===== config.mk =====
export PLATFORM = sky130hd
export DESIGN_NAME = bp_fe_cmd_arbiter
export DESIGN_NICKNAME = d
export VERILOG_FILES = /design/src/rtl/bp_fe_pkg.sv /design/src/rtl/bp_fe_cmd_attaboy_fifo.sv /design/src/rtl/bp_fe_cmd_arbiter.sv
export SDC_FILE = /design/constraint.sdc
export NUM_CORES = 1
export LEC_CHECK = 0
export CORE_AREA = 2 2 176 264
export DETAILED_ROUTE_END_ITERATION = 10
export DIE_AREA = 0 0 178 266
export PLACE_DENSITY = 0.8
export RECOVER_POWER = 25
export SETUP_SLACK_MARGIN = 0.4
export SLEW_MARGIN = 20
export SYNTH_ARGS = -nofsm -noshare
export SYNTH_HDL_FRONTEND = slang
export SYNTH_HIERARCHICAL = 1
export SYNTH_SLANG_ARGS = --single-unit

===== constraint.sdc =====
create_clock -name clk_i -period 6.55 [get_ports clk_i]
set_input_delay 1.31 -clock clk_i [delete_from_list [all_inputs] [get_ports clk_i]]
set_output_delay 1.31 -clock clk_i [all_outputs]
set_load 0.01 [all_outputs]

===== src/rtl/bp_fe_pkg.sv =====
// Shared FE-side types: processor configs, fe_cmd width lookup and the
// fe_cmd arbiter grant-source encoding.
package bp_fe_pkg;

  typedef enum logic [1:0] {
    e_bp_default_cfg,
    e_bp_unicore_cfg
  } bp_params_e;

  typedef enum logic [1:0] {
    e_arb_none,
    e_arb_redirect,
    e_arb_fill,
    e_arb_attaboy
  } bp_fe_arb_e;

  function automatic int fe_cmd_width(input bp_params_e cfg);
    return (cfg == e_bp_unicore_cfg) ? 96 : 109;
  endfunction

endpackage


===== src/rtl/bp_fe_cmd_attaboy_fifo.sv =====
// Small attaboy queue: power-of-2 depth, same-edge flush, and simultaneous
// enqueue/dequeue (also when full, provided the caller dequeues).
module bp_fe_cmd_attaboy_fifo #(
  parameter int width_p = 8,
  parameter int els_p   = 4
) (
  input  logic               clk_i,
  input  logic               reset_n_i,
  input  logic               flush_i,
  input  logic               enq_i,
  input  logic [width_p-1:0] data_i,
  input  logic               deq_i,
  output logic [width_p-1:0] data_o,
  output logic               full_o,
  output logic               empty_o
);

  localparam int ptr_w_lp = $clog2(els_p);

  logic [width_p-1:0]  mem_q [els_p];
  logic [ptr_w_lp-1:0] wptr_q, wptr_d, rptr_q, rptr_d;
  logic [ptr_w_lp:0]   cnt_q, cnt_d;

  always_comb begin
    wptr_d = wptr_q;
    rptr_d = rptr_q;
    cnt_d  = cnt_q;
    if (flush_i) begin
      wptr_d = '0;
      rptr_d = '0;
      cnt_d  = '0;
    end else begin
      if (enq_i) wptr_d = wptr_q + ptr_w_lp'(1);
      if (deq_i) rptr_d = rptr_q + ptr_w_lp'(1);
      case ({enq_i, deq_i})
        2'b10:   cnt_d = cnt_q + (ptr_w_lp+1)'(1);
        2'b01:   cnt_d = cnt_q - (ptr_w_lp+1)'(1);
        default: cnt_d = cnt_q;
      endcase
    end
  end

  always_ff @(posedge clk_i or negedge reset_n_i) begin
    if (!reset_n_i) begin
      wptr_q <= '0;
      rptr_q <= '0;
      cnt_q  <= '0;
    end else begin
      wptr_q <= wptr_d;
      rptr_q <= rptr_d;
      cnt_q  <= cnt_d;
    end
  end

  // Storage needs no reset: the head is only consumed while cnt_q is non-zero.
  always_ff @(posedge clk_i) begin
    if (enq_i && !flush_i) mem_q[wptr_q] <= data_i;
  end

  assign data_o  = mem_q[rptr_q];
  assign full_o  = (cnt_q == (ptr_w_lp+1)'(els_p));
  assign empty_o = (cnt_q == '0);

endmodule


===== src/rtl/bp_fe_cmd_arbiter.sv =====
// Merges redirect, fill and attaboy producers into the single registered
// fe_cmd valid/yumi channel feeding the FE controller.
module bp_fe_cmd_arbiter
  import bp_fe_pkg::*;
#(
  parameter bp_params_e bp_params_p = e_bp_default_cfg,
  parameter int attaboy_els_p    = 4,
  parameter int starve_limit_p   = 8,
  parameter int drop_cnt_width_p = 16,
  localparam int fe_cmd_width_lp = fe_cmd_width(bp_params_p)
) (
  input  logic                        clk_i,
  input  logic                        reset_n_i,
  input  logic [fe_cmd_width_lp-1:0]  redirect_cmd_i,
  input  logic                        redirect_v_i,
  output logic                        redirect_ready_and_o,
  input  logic [fe_cmd_width_lp-1:0]  fill_cmd_i,
  input  logic                        fill_v_i,
  output logic                        fill_ready_and_o,
  input  logic [fe_cmd_width_lp-1:0]  attaboy_cmd_i,
  input  logic                        attaboy_v_i,
  output logic [fe_cmd_width_lp-1:0]  fe_cmd_o,
  output logic                        fe_cmd_v_o,
  input  logic                        fe_cmd_yumi_i,
  output logic [drop_cnt_width_p-1:0] attaboy_drop_cnt_o,
  output logic                        busy_o
);

  localparam int starve_w_lp = $clog2(starve_limit_p + 1);
  localparam logic [starve_w_lp-1:0] starve_max_lp = starve_w_lp'(starve_limit_p);

  logic                        slot_v_q, slot_v_d;
  logic [fe_cmd_width_lp-1:0]  slot_q, slot_d;
  logic                        ready_q;
  logic [starve_w_lp-1:0]      starve_cnt_q, starve_cnt_d;
  logic [drop_cnt_width_p-1:0] drop_cnt_q, drop_cnt_d;

  logic                        fifo_full, fifo_empty, fifo_enq, fifo_deq;
  logic [fe_cmd_width_lp-1:0]  fifo_data;
  logic                        load_en, promote, flush, drop;
  bp_fe_arb_e                  grant;

  // ready_q holds the handshakes off until the first edge after reset release.
  assign load_en = ready_q & (~slot_v_q | fe_cmd_yumi_i);
  assign promote = ~fifo_empty & (starve_cnt_q == starve_max_lp);
  assign flush   = redirect_v_i & load_en;

  always_comb begin
    grant = e_arb_none;
    if (load_en) begin
      if (redirect_v_i)     grant = e_arb_redirect;
      else if (promote)     grant = e_arb_attaboy;
      else if (fill_v_i)    grant = e_arb_fill;
      else if (!fifo_empty) grant = e_arb_attaboy;
    end
  end

  assign fifo_deq = (grant == e_arb_attaboy);
  assign fifo_enq = attaboy_v_i & ~flush & (~fifo_full | fifo_deq);
  assign drop     = attaboy_v_i & ~flush & fifo_full & ~fifo_deq;

  always_comb begin
    slot_v_d     = slot_v_q;
    slot_d       = slot_q;
    starve_cnt_d = starve_cnt_q;
    drop_cnt_d   = drop_cnt_q;

    if (load_en) slot_v_d = (grant != e_arb_none);
    case (grant)
      e_arb_redirect: slot_d = redirect_cmd_i;
      e_arb_fill:     slot_d = fill_cmd_i;
      e_arb_attaboy:  slot_d = fifo_data;
      default:        slot_d = slot_q;
    endcase

    // Only cycles where the head genuinely lost a load opportunity count.
    if (flush || fifo_deq || fifo_empty) starve_cnt_d = '0;
    else if (load_en && starve_cnt_q != starve_max_lp)
      starve_cnt_d = starve_cnt_q + starve_w_lp'(1);

    if (drop && !(&drop_cnt_q)) drop_cnt_d = drop_cnt_q + drop_cnt_width_p'(1);
  end

  always_ff @(posedge clk_i or negedge reset_n_i) begin
    if (!reset_n_i) begin
      slot_v_q     <= 1'b0;
      slot_q       <= '0;
      ready_q      <= 1'b0;
      starve_cnt_q <= '0;
      drop_cnt_q   <= '0;
    end else begin
      slot_v_q     <= slot_v_d;
      slot_q       <= slot_d;
      ready_q      <= 1'b1;
      starve_cnt_q <= starve_cnt_d;
      drop_cnt_q   <= drop_cnt_d;
    end
  end

  bp_fe_cmd_attaboy_fifo #(
    .width_p (fe_cmd_width_lp),
    .els_p   (attaboy_els_p)
  ) attaboy_fifo (
    .clk_i     (clk_i),
    .reset_n_i (reset_n_i),
    .flush_i   (flush),
    .enq_i     (fifo_enq),
    .data_i    (attaboy_cmd_i),
    .deq_i     (fifo_deq),
    .data_o    (fifo_data),
    .full_o    (fifo_full),
    .empty_o   (fifo_empty)
  );

  assign fe_cmd_o             = slot_q;
  assign fe_cmd_v_o           = slot_v_q;
  assign redirect_ready_and_o = load_en;
  assign fill_ready_and_o     = load_en & ~redirect_v_i & ~promote;
  assign attaboy_drop_cnt_o   = drop_cnt_q;
  assign busy_o               = slot_v_q | ~fifo_empty;

endmodule


== Word level (Yosys, flattened, before mapping) ==
Memories as Yosys holds them, arrays and structs flattened.
Cells that the tools add are included.

* Shifts and indexed selects: 0
* Bitwise logic cells: 19
* Reduce and logical (&&, ||, !) cells: 15
* Multiply operators: 0
* $lt $le $gt $ge: 0
* Equality and inequality tests: 8
* Add/subtract/negate cells: 6
* Muxes and demuxes: 16
* Divide/modulo/power cells: 0

{| class="wikitable"
|+ Operators by type and width
! cell !! number
|-
| $pmux 109 s3 || 1
|-
| $mux 2 || 9
|-
| $add 16x1->16 const B || 1
|-
| $reduce_and 16->1 || 1
|-
| $and 1x1->1 || 9
|-
| $mux 4 || 2
|-
| $reduce_bool 2->1 || 4
|-
| $not 1->1 || 7
|-
| $eq 2x2->1 const B || 3
|-
| $pmux 3 s2 || 1
|-
| $reduce_bool 3->1 || 2
|-
| $add 2x1->2 const B || 2
|-
| $add 4x1->4 const B || 1
|-
| $eq 2x1->1 const B || 2
|-
| $eq 4x4->1 const B || 1
|-
| $ne 4x4->1 const B || 1
|-
| $add 3x1->3 const B || 1
|-
| $eq 3x3->1 const B || 1
|-
| $logic_and 1x1->1 || 3
|-
| $logic_not 3->1 || 1
|-
| $mux 3 || 1
|-
| $or 1x1->1 || 3
|-
| $sub 3x1->3 const B || 1
|-
| $logic_not 1->1 || 2
|-
| 2 further kinds || 4
|}

* Register bits: 138
* Word-level logic and storage cells: 73
* Memory bits (writable): 436
* Latch bits: 0
* ROM bits: 0
* Memories: 1

{| class="wikitable"
|+ Memories
! name !! words !! bits a word !! read ports !! clocked after Yosys merged registers in !! wr ports !! RTL line !! source
|-
| attaboy_fifo.mem_q || 4 || 109 || 1 || 0 || 1 || bp_fe_cmd_attaboy_fifo.sv:20 || <nowiki>logic [width_p-1:0] mem_q [els_p];</nowiki>
|}

== Depth between registers and ports, before layout ==
Gate-level depths: netlist of the first run.

* Depth in word-level cells: 12
* Depth in mapped cells: 13
* Depth with buffers taken out: 12

== Modules after synthesis ==
Netlist of the first run, hierarchy kept.

{| class="wikitable"
|+ By module, submodules not included
! module !! sequential area each (µm²) !! times used !! area an instance (µm²) !! cells an instance
|-
| bp_fe_cmd_attaboy_fifo || 13,267.7 || 1 || 16,170.5 || 612
|-
| bp_fe_cmd_arbiter || 3,278.1 || 1 || 6,982.9 || 742
|}

== Worst setup path after synthesis of the first run ==
OpenSTA, ideal clock, no wires.

* Kind: input port to flip-flop
* Start: input port fe_cmd_yumi_i
* End: memory attaboy_fifo/mem_q[0][0] (netlist name) (enable)
* Library setup time: 481 ps
* Path slack: 914 ps
* Arrival time: 5,155 ps
* Stages: 9
* Data required time: 6,069 ps
* Cells stage by stage: nand2b_1 -> nand2_2 -> buf_2 -> buf_1 -> o21ai_0 -> and3b_1 -> buf_2 -> nor2b_1 -> and2_1

* Longest elaborated chain between the ends: 9

{| class="wikitable"
|+ Ends and longest elaborated chain
! what !! RTL line !! source
|-
| start, declared || bp_fe_cmd_arbiter.sv:24 || <nowiki>input logic fe_cmd_yumi_i,</nowiki>
|-
| $or 1x1->1 (*) || bp_fe_cmd_arbiter.sv:44 || <nowiki>assign load_en = ready_q & (~slot_v_q | fe_cmd_yumi_i);</nowiki>
|-
| $and 1x1->1 (*) || bp_fe_cmd_arbiter.sv:44 ||
|-
| $mux 2 / $and 1x1->1 (equally long branches) || bp_fe_cmd_arbiter.sv:50, bp_fe_cmd_arbiter.sv:46 ||
|-
| $eq 2x2->1 / $not 1->1 (equally long branches) || bp_fe_cmd_arbiter.sv:58, bp_fe_cmd_arbiter.sv:59 ||
|-
| $or 1x1->1 / $and 1x1->1 (equally long branches) || bp_fe_cmd_arbiter.sv:59 || <nowiki>assign fifo_enq = attaboy_v_i & ~flush & (~fifo_full | fifo_deq);</nowiki>
|-
| $and 1x1->1 (*) || bp_fe_cmd_arbiter.sv:59 ||
|-
| net fifo_enq || bp_fe_cmd_arbiter.sv:38 || <nowiki>logic fifo_full, fifo_empty, fifo_enq, fifo_deq;</nowiki>
|-
| $logic_and 1x1->1 (*) || bp_fe_cmd_attaboy_fifo.sv:57 || <nowiki>if (enq_i && !flush_i) mem_q[wptr_q] <= data_i;</nowiki>
|-
| $mux 1 (*) || bp_fe_cmd_attaboy_fifo.sv:57 ||
|-
| $mux 1 (implied by the code) (*) || bp_fe_cmd_attaboy_fifo.sv:57 ||
|-
| end, declared || bp_fe_cmd_attaboy_fifo.sv:20 ||
|}

Mark *: on every way through the listed nets, which the timed path passes. The rest lies on a longest branch.

== Worst setup path in the final report of the first run ==
* Start: input port fe_cmd_yumi_i
* End: output port fill_ready_and_o

* Longest elaborated chain between the ends: 4

{| class="wikitable"
|+ Ends and longest elaborated chain
! what !! RTL line !! source
|-
| $or 1x1->1 || bp_fe_cmd_arbiter.sv:44 ||
|-
| $and 1x1->1 || bp_fe_cmd_arbiter.sv:44 ||
|-
| $and 1x1->1 (2 in a row) || bp_fe_cmd_arbiter.sv:118 || <nowiki>assign fill_ready_and_o = load_en & ~redirect_v_i & ~promote;</nowiki>
|-
| end, declared || bp_fe_cmd_arbiter.sv:19 || <nowiki>output logic fill_ready_and_o,</nowiki>
|}

No other way between the ends.

==> flow_summary.yaml, run 1 <==
global_route:
  track_usage_pct: 24.84
  grt_start_max_net_pins: 111
  grt_pass1_vias: 15260
  antenna_found_initial: 34
  gr-total-overflow: 0
  grt_first_pass_wirelength_um: 88630
floorplan:
  dieHeight_um: 266
  row_count: 96
  core_area_um2: 45280
  ioPinCount: 462
  initial_core_util_pct: 51.13
  die_area_um2: 47350
  die_x_um: 178
clocking:
  cts-resized-gates: 0
  path_clk_slew_ps: 60
  cts_tree: "done"
  clk_latency_ps: 570
  cts_made_buffers: 50
  htree_levels: 2
  cts_buffer_depth: 3
  cts_num_sinks: 574
  cts_setup_buffers: 0
  clockRootBuffer: "clkbuf_16"
  hold_buffers: 0
critical_path:
  endpoint_kind: "primary output"
  worstPathArrival_ps: 3440
  worstSetupPathType: "in -> out"
  crit_fanout: 48
  cp-start-kind: "input port"
  cp.required_ps: 5240
sta:
  hold_violations: 0
  maxSlewHeadroom_pct: 38.51
  max_freq_ghz: 0.2104
  layout_min_cycle_time_ps: 4753
  rsz0062_at_grt: "no"
  drv_slew: 0
  min_period_over_period_pct: 72.56
  finClkSkew_ps: 15.66
  worst_slew_pin_slew_ps: 922.4
  final-setup-viol-count: 0
  fin_tns_setup_ps: 0
yosys:
  synth_seq_cells: 574
  synth.largest_area_cell: "edfxtp_1"
  synthCells: 1354
  synth_top_area_share_pct: 56.55
  yosysUniqueCellTypes: 47
  synth_area_leaders: "edfxtp_1 (57%), dfrtp_1 (15%), mux4_2 (11%), o221a_2 (5.3%), nor3_1 (2.5%)"
  async_flop_share_pct: 24.04
  synth_edf_count: 436
  synthFlopType: "edfxtp_1"
  synth.cell_area_um2: 23150
  synthTopCellsByCount: "edfxtp_1 (436), dfrtp_1 (138), nor2_1 (128), nor3_1 (114)"
  ys_warn_count: 6
  avgSynthCellArea_um2: 17.10
  syn-num-nets: 1695
  ys_seq_area_share_pct: 71.46
  synth_most_common_cell: "edfxtp_1"
routing:
  via_per_inst: 5.904
  drt_iter0_markers: 1221
  remaining_drc_errors: 0
  routedWlPerCell_um: 24.31
  vias: 14450
  first_pass_iters: 9
  ant_nets: 0
  routed_wl_um: 59490
placement:
  gp_congestion: 0.8405
  hpwl_um: 38460
  io_buffers: 461
status:
  status: "finished, final reports clean"
power:
  pwr-share-clk_pct: 25.9
  sw_frac_of_total_pct: 27.85
  p_sw_w: 0.003095
  intPower_w: 0.008018
  seqPwrFrac_pct: 45.6
  ir_drop_uv: 294.3
  combPwrFrac_pct: 28.5
  p_total_w: 0.01111
  p_per_area_nw_per_um2: 370.3
  p_leak_nw: 10.05
final_layout:
  final_nets: 2134
  layout-drive-gt1-share_pct: 18.27
  area_delta_synth_final_pct: 29.63
  nFillCells: 3028
  multi_input_area_um2: 6120
  seq_area_um2: 16550
  utilization_pct: 66.28
hold_path:
  hold_class: "reg -> reg"
run:
  drv_cap: 0
[metal layers]
| metal | wire (µm) | track usage, % |
|---|---|---|
| met1 | 21600 | 29.67 |
| met2 | 31860 | 43.43 |
| met3 | 3766 | 4.224 |
| met4 | 2212 | 12.05 |
| met5 | 53 | 0 |
[placed cells by master, fill, tap and decap left out, drive strengths merged, types with 2 or more instances in the layout]
| master | instances |
|---|---|
| nand2b | 5 |
| or4 | 2 |
| nand2 | 17 |
| o21bai | 2 |
| clkinv | 14 |
| o21ai | 111 |
| xnor2 | 8 |
| nand4 | 9 |
| mux2i | 2 |
| dlygate4sd3 | 81 |
| diode | 25 |
| dfrtp | 138 |
| nor4 | 4 |
| ha | 7 |
| buf | 23 |
| inv | 10 |
| clkdlybuf4s50 | 379 |
| edfxtp | 436 |
| nor2b | 2 |
| and3b | 3 |
| nor3 | 115 |
| clkbuf | 69 |
| mux2 | 4 |
| clkinvlp | 7 |
| mux4 | 109 |
| nor3b | 3 |
| o221a | 109 |
| nor2 | 128 |
| nand3 | 9 |
| and2 | 4 |
| xor2 | 12 |
| a21oi | 2 |
[final timing paths]
check | startpoint | end | cells after the start | slack [ps]
worst max-delay path | fe_cmd_yumi_i | fill_ready_and_o | 5 | 1800
worst min-delay path | attaboy_drop_cnt_o[15]$_DFFE_PN0P_ | attaboy_drop_cnt_o[15]$_DFFE_PN0P_ | 1 | 530
worst max register to register | fe_cmd_v_o$_DFFE_PN0N_ | attaboy_fifo/mem_q[0][12]$_DFFE_PP_ | 7 | 3040
worst min register to register | attaboy_drop_cnt_o[15]$_DFFE_PN0P_ | attaboy_drop_cnt_o[15]$_DFFE_PN0P_ | 1 | 530
max in group asynchronous | reset_n_i | fe_cmd_o[13]$_DFFE_PN0P_ | 2 | 4390
min in group asynchronous | reset_n_i | fe_cmd_o[61]$_DFFE_PN0P_ | 1 | 860
[metrics by stage]
step / setup WS [ps] / hold slack (ps) / instances / area, µm²
finish: 1797 / 530.4 / 2447 / 30010
global route: 1676 / 543.9 / 2445 / 30010
CTS: 1783 / 525.1 / 2420 / 29900
detailed placement: 1603 / 512.5 / 2327 / 28300
global placement: 1618 / 507.0 / 2326 / 28270
floorplan: 913.9 / 527.2 / 1354 / 23150
[cell type report]
cell class,count,share of cell area [%]
clock buffer,69,4.786
tap,588,2.451
clock inverter,24,0.5586
multi-input combinational,676,20.39
antenna,25,0.2084
timing repair buffer,483,16.35
inverter,8,0.1000
sequential,574,55.15
[logic make-up (layout without fill, tap and decap cells)]
| logic type | after synthesis | count (layout) | synth area share [%] |
|---|---|---|---|
| AO/OA/AOI/OAI | 225 | 225 | 7.879 |
| XOR/XNOR | 20 | 20 | 0.7566 |
| adder cells (fa/ha/maj) | 8 | 8 | 0.4647 |
| buffers and inverters | 104 | 584 | 2.253 |
| flip-flops | 574 | 574 | 71.46 |
| multiplexers | 115 | 115 | 10.90 |
| other | 1 | 26 | 0.01620 |
| AND/OR/NAND/NOR | 307 | 307 | 6.269 |
[sequential cells by signal (all words and copies together), names as in the netlist]
signal               flops
attaboy_fifo/mem_q     436
fe_cmd_o               109
attaboy_drop_cnt_o      16
starve_cnt_q             4
attaboy_fifo/cnt_q       3
attaboy_fifo/rptr_q      2
attaboy_fifo/wptr_q      2
fe_cmd_v_o               1
ready_q                  1
[power groups by stage]
stage / sequential (W) / combinational [W] / clock [W]
finish: 0.00507 / 0.00316 / 0.00288
global route: 0.00514 / 0.00337 / 0.00306
CTS: 0.00510 / 0.00317 / 0.00292
detailed placement: 0.00516 / 0.00315 / 0
global placement: 0.00512 / 0.00308 / 0
floorplan: 0.00516 / 0.00179 / 0
[worst max-delay path: stages]
cell and delay (ps):
clkdlybuf4s50_1 470, nand2b_1 250, nand2_4 370, nor3_2 430
clkdlybuf4s50_1 600
(Power assumes the default switching activity.)
==> inputs of run 2 (changes only) <==
--- a/config.mk
+++ b/config.mk
@@ -5,10 +5,10 @@
 export SDC_FILE = /design/constraint.sdc
 export NUM_CORES = 1
 export LEC_CHECK = 0
-export CORE_AREA = 2 2 176 264
+export CORE_AREA = 2 2 185 277
 export DETAILED_ROUTE_END_ITERATION = 10
-export DIE_AREA = 0 0 178 266
-export PLACE_DENSITY = 0.8
+export DIE_AREA = 0 0 187 279
+export PLACE_DENSITY = 0.76
 export RECOVER_POWER = 25
 export SETUP_SLACK_MARGIN = 0.4
 export SLEW_MARGIN = 20
==> constraint.sdc (replaced) <==
create_clock -name clk_i -period 4 [get_ports clk_i]
set_input_delay 0.8 -clock clk_i [delete_from_list [all_inputs] [get_ports clk_i]]
set_output_delay 0.8 -clock clk_i [all_outputs]
set_load 0.01 [all_outputs]
==> run 2 against run 1 <==
Utilization shrank 5.0 points. Critical path depth did not move. Register-to-register slack got worse by 2000 ps. Sequential power is 62% higher. Power increased by 67%. Non-clock buffer count up 12. Sequential share of layout area down 0.76 points. Setup slack worse by 1200 ps. Global-route usage shrank 2.2 points. Clock skew fell by 0.53 ps. Combinational power grew 71%. Clock-buffer cell count fell by 10. Critical path type unchanged. Largest power group unchanged.
==> flow_summary.yaml, run 2 (same netlist as run 1, synthesis figures left out) <==
final_layout:
  final_nets: 2145
  largest_register: "attaboy_fifo/mem_q"
  final_cell_mix: "edfxtp_1 (436), clkdlybuf4s50_1 (386), dfrtp_1 (136)"
  area_delta_synth_final_pct: 31.43
  mostFrequentLayoutCell: "edfxtp_1"
  stdcell_count: 2526
  finalInstanceArea_um2: 30430
  layout-drive-gt1-share_pct: 19.05
  largest_reg_flops: 436
global_route:
  grt_pass1_vias: 15510
  grt_first_pass_wirelength_um: 90380
  grt_start_max_net_pins: 111
  antenna_found_initial: 38
  gr-total-overflow: 0
  track_usage_pct: 22.59
routing:
  via_per_inst: 5.718
  ant_nets: 0
  routedWlPerCell_um: 23.62
  vias: 14440
  routed_wl_um: 59670
  first_pass_iters: 6
  drt_iter0_markers: 1004
  remaining_drc_errors: 0
floorplan:
  die_x_um: 187
  dieHeight_um: 279
  die_area_um2: 52170
  row_count: 100
  initial_core_util_pct: 46.61
  core_area_um2: 49670
  ioPinCount: 462
sta:
  drv_slew: 0
  finClkSkew_ps: 15.13
  final-setup-viol-count: 0
  max_freq_ghz: 0.2930
  rsz0062_at_grt: "no"
  worst_slack_ps: 587.2
  layout_min_cycle_time_ps: 3413
  maxSlewHeadroom_pct: 47.77
  min_period_over_period_pct: 85.32
  fin_tns_setup_ps: 0
  hold_slack_ps: 190.1
  worst_slew_pin_slew_ps: 783.5
  hold_violations: 0
placement:
  place_area_um2: 28690
  io_buffers: 461
  gp_congestion: 0.8119
  hpwl_um: 40090
  detailedPlace.worstSlack_ps: 400.3
  placed_cells: 2416
clocking:
  cts_setup_buffers: 0
  cts_buffer_depth: 3
  clockRootBuffer: "clkbuf_16"
  cts_tree: "done"
  path_clk_slew_ps: 70
  cts_num_sinks: 574
  clk_latency_ps: 570
  htree_levels: 2
  cts_made_buffers: 49
power:
  p_leak_nw: 10.19
  ir_drop_uv: 411.6
  p_per_area_nw_per_um2: 610.8
critical_path:
  slowest_stage: "clkdlybuf4s50_1"
  cp-start-kind: "input port"
  crit_chain: "clkdlybuf4s50_1 > nand2b_1 > nand2_4 > nor3_2 > clkdlybuf4s50_1"
  crit_fanout: 9
  max_stage_delay_ps: 600
  critPathBufInv: 2
  crit_family: "buffers and inverters"
  worstSetupPathType: "in -> out"
  crit_top_cell: "clkdlybuf4s50_1"
  cp.required_ps: 3200
  worstPathArrival_ps: 2610
  endpoint_kind: "primary output"
run:
  drv_cap: 0
hold_path:
  hold_class: "in -> async"
status:
  status: "finished, final reports clean"
[run 2: final timing paths]
check / from / end / slack [ps] / cells past startpoint
max in group asynchronous: reset_n_i / fe_cmd_o[19]$_DFFE_PN0P_ / 2940 / 2
hold reg to reg: attaboy_drop_cnt_o[10]$_DFFE_PN0P_ / attaboy_drop_cnt_o[10]$_DFFE_PN0P_ / 530 / 1
min in group clk_i: attaboy_drop_cnt_o[10]$_DFFE_PN0P_ / attaboy_drop_cnt_o[10]$_DFFE_PN0P_ / 530 / 1
hold / removal: reset_n_i / fe_cmd_o[57]$_DFFE_PN0P_ / 190 / 1
setup / recovery: fe_cmd_yumi_i / fill_ready_and_o / 590 / 5
setup reg to reg: starve_cnt_q[0]$_DFFE_PN0P_ / attaboy_fifo/mem_q[0][74]$_DFFE_PP_ / 1080 / 10
[run 2: layout make-up]
| type | instances | area, µm² |
|---|---|---|
| Tap cell | 663 | 829.5 |
| Sequential cell | 574 | 16550 |
| Inverter | 8 | 30.03 |
| Multi-Input combinational cell | 676 | 6125 |
| Timing Repair Buffer | 495 | 5159 |
| Fill cell | 3641 | 19240 |
| Clock buffer | 59 | 1326 |
| Antenna cell | 20 | 50.05 |
| Clock inverter | 31 | 357.8 |
[run 2: layer usage]
layer / global-route usage [%] / share of wire [%] / up-vias
met2: 40.51 / 53 / 560
met4: 10.70 / 4.3 / 14
met1: 26.23 / 37 / 7372
met5: 0 / 0.15 / -
li1: - / - / 6352
met3: 4.098 / 5.3 / 145
[run 2: worst register-to-register path: stages (launching register included)]
cell and delay [ps]:
dfrtp_1 400, inv_1 100, ha_1 180, nand3b_1 160
nand2_1 130, nand2b_1 70, o21ai_0 160, and3b_1 350
nor2b_1 330, and2_4 390, buf_12 310
[run 2: per-stage QoR]
stage	util (%)	power (W)
floorplan	-	0.01135
global placement	57.76	0.01364
detailed placement	57.76	0.01379
CTS	61.15	0.01877
global route	61.25	0.01936
finish	61.26	0.01859
[run 2: repair_timing]
item / CTS / global route
hold buffers: 0 / 0
resized for setup: 0 / 1
endpoints found under the setup margin: 0 / 1
[run 2: where the power goes]
part / internal, W / switching (W)
clock: 0.00284 / 0.00216
combinational: 0.00300 / 0.00240
sequential: 0.00764 / 0.000551
total: 0.0135 / 0.00511
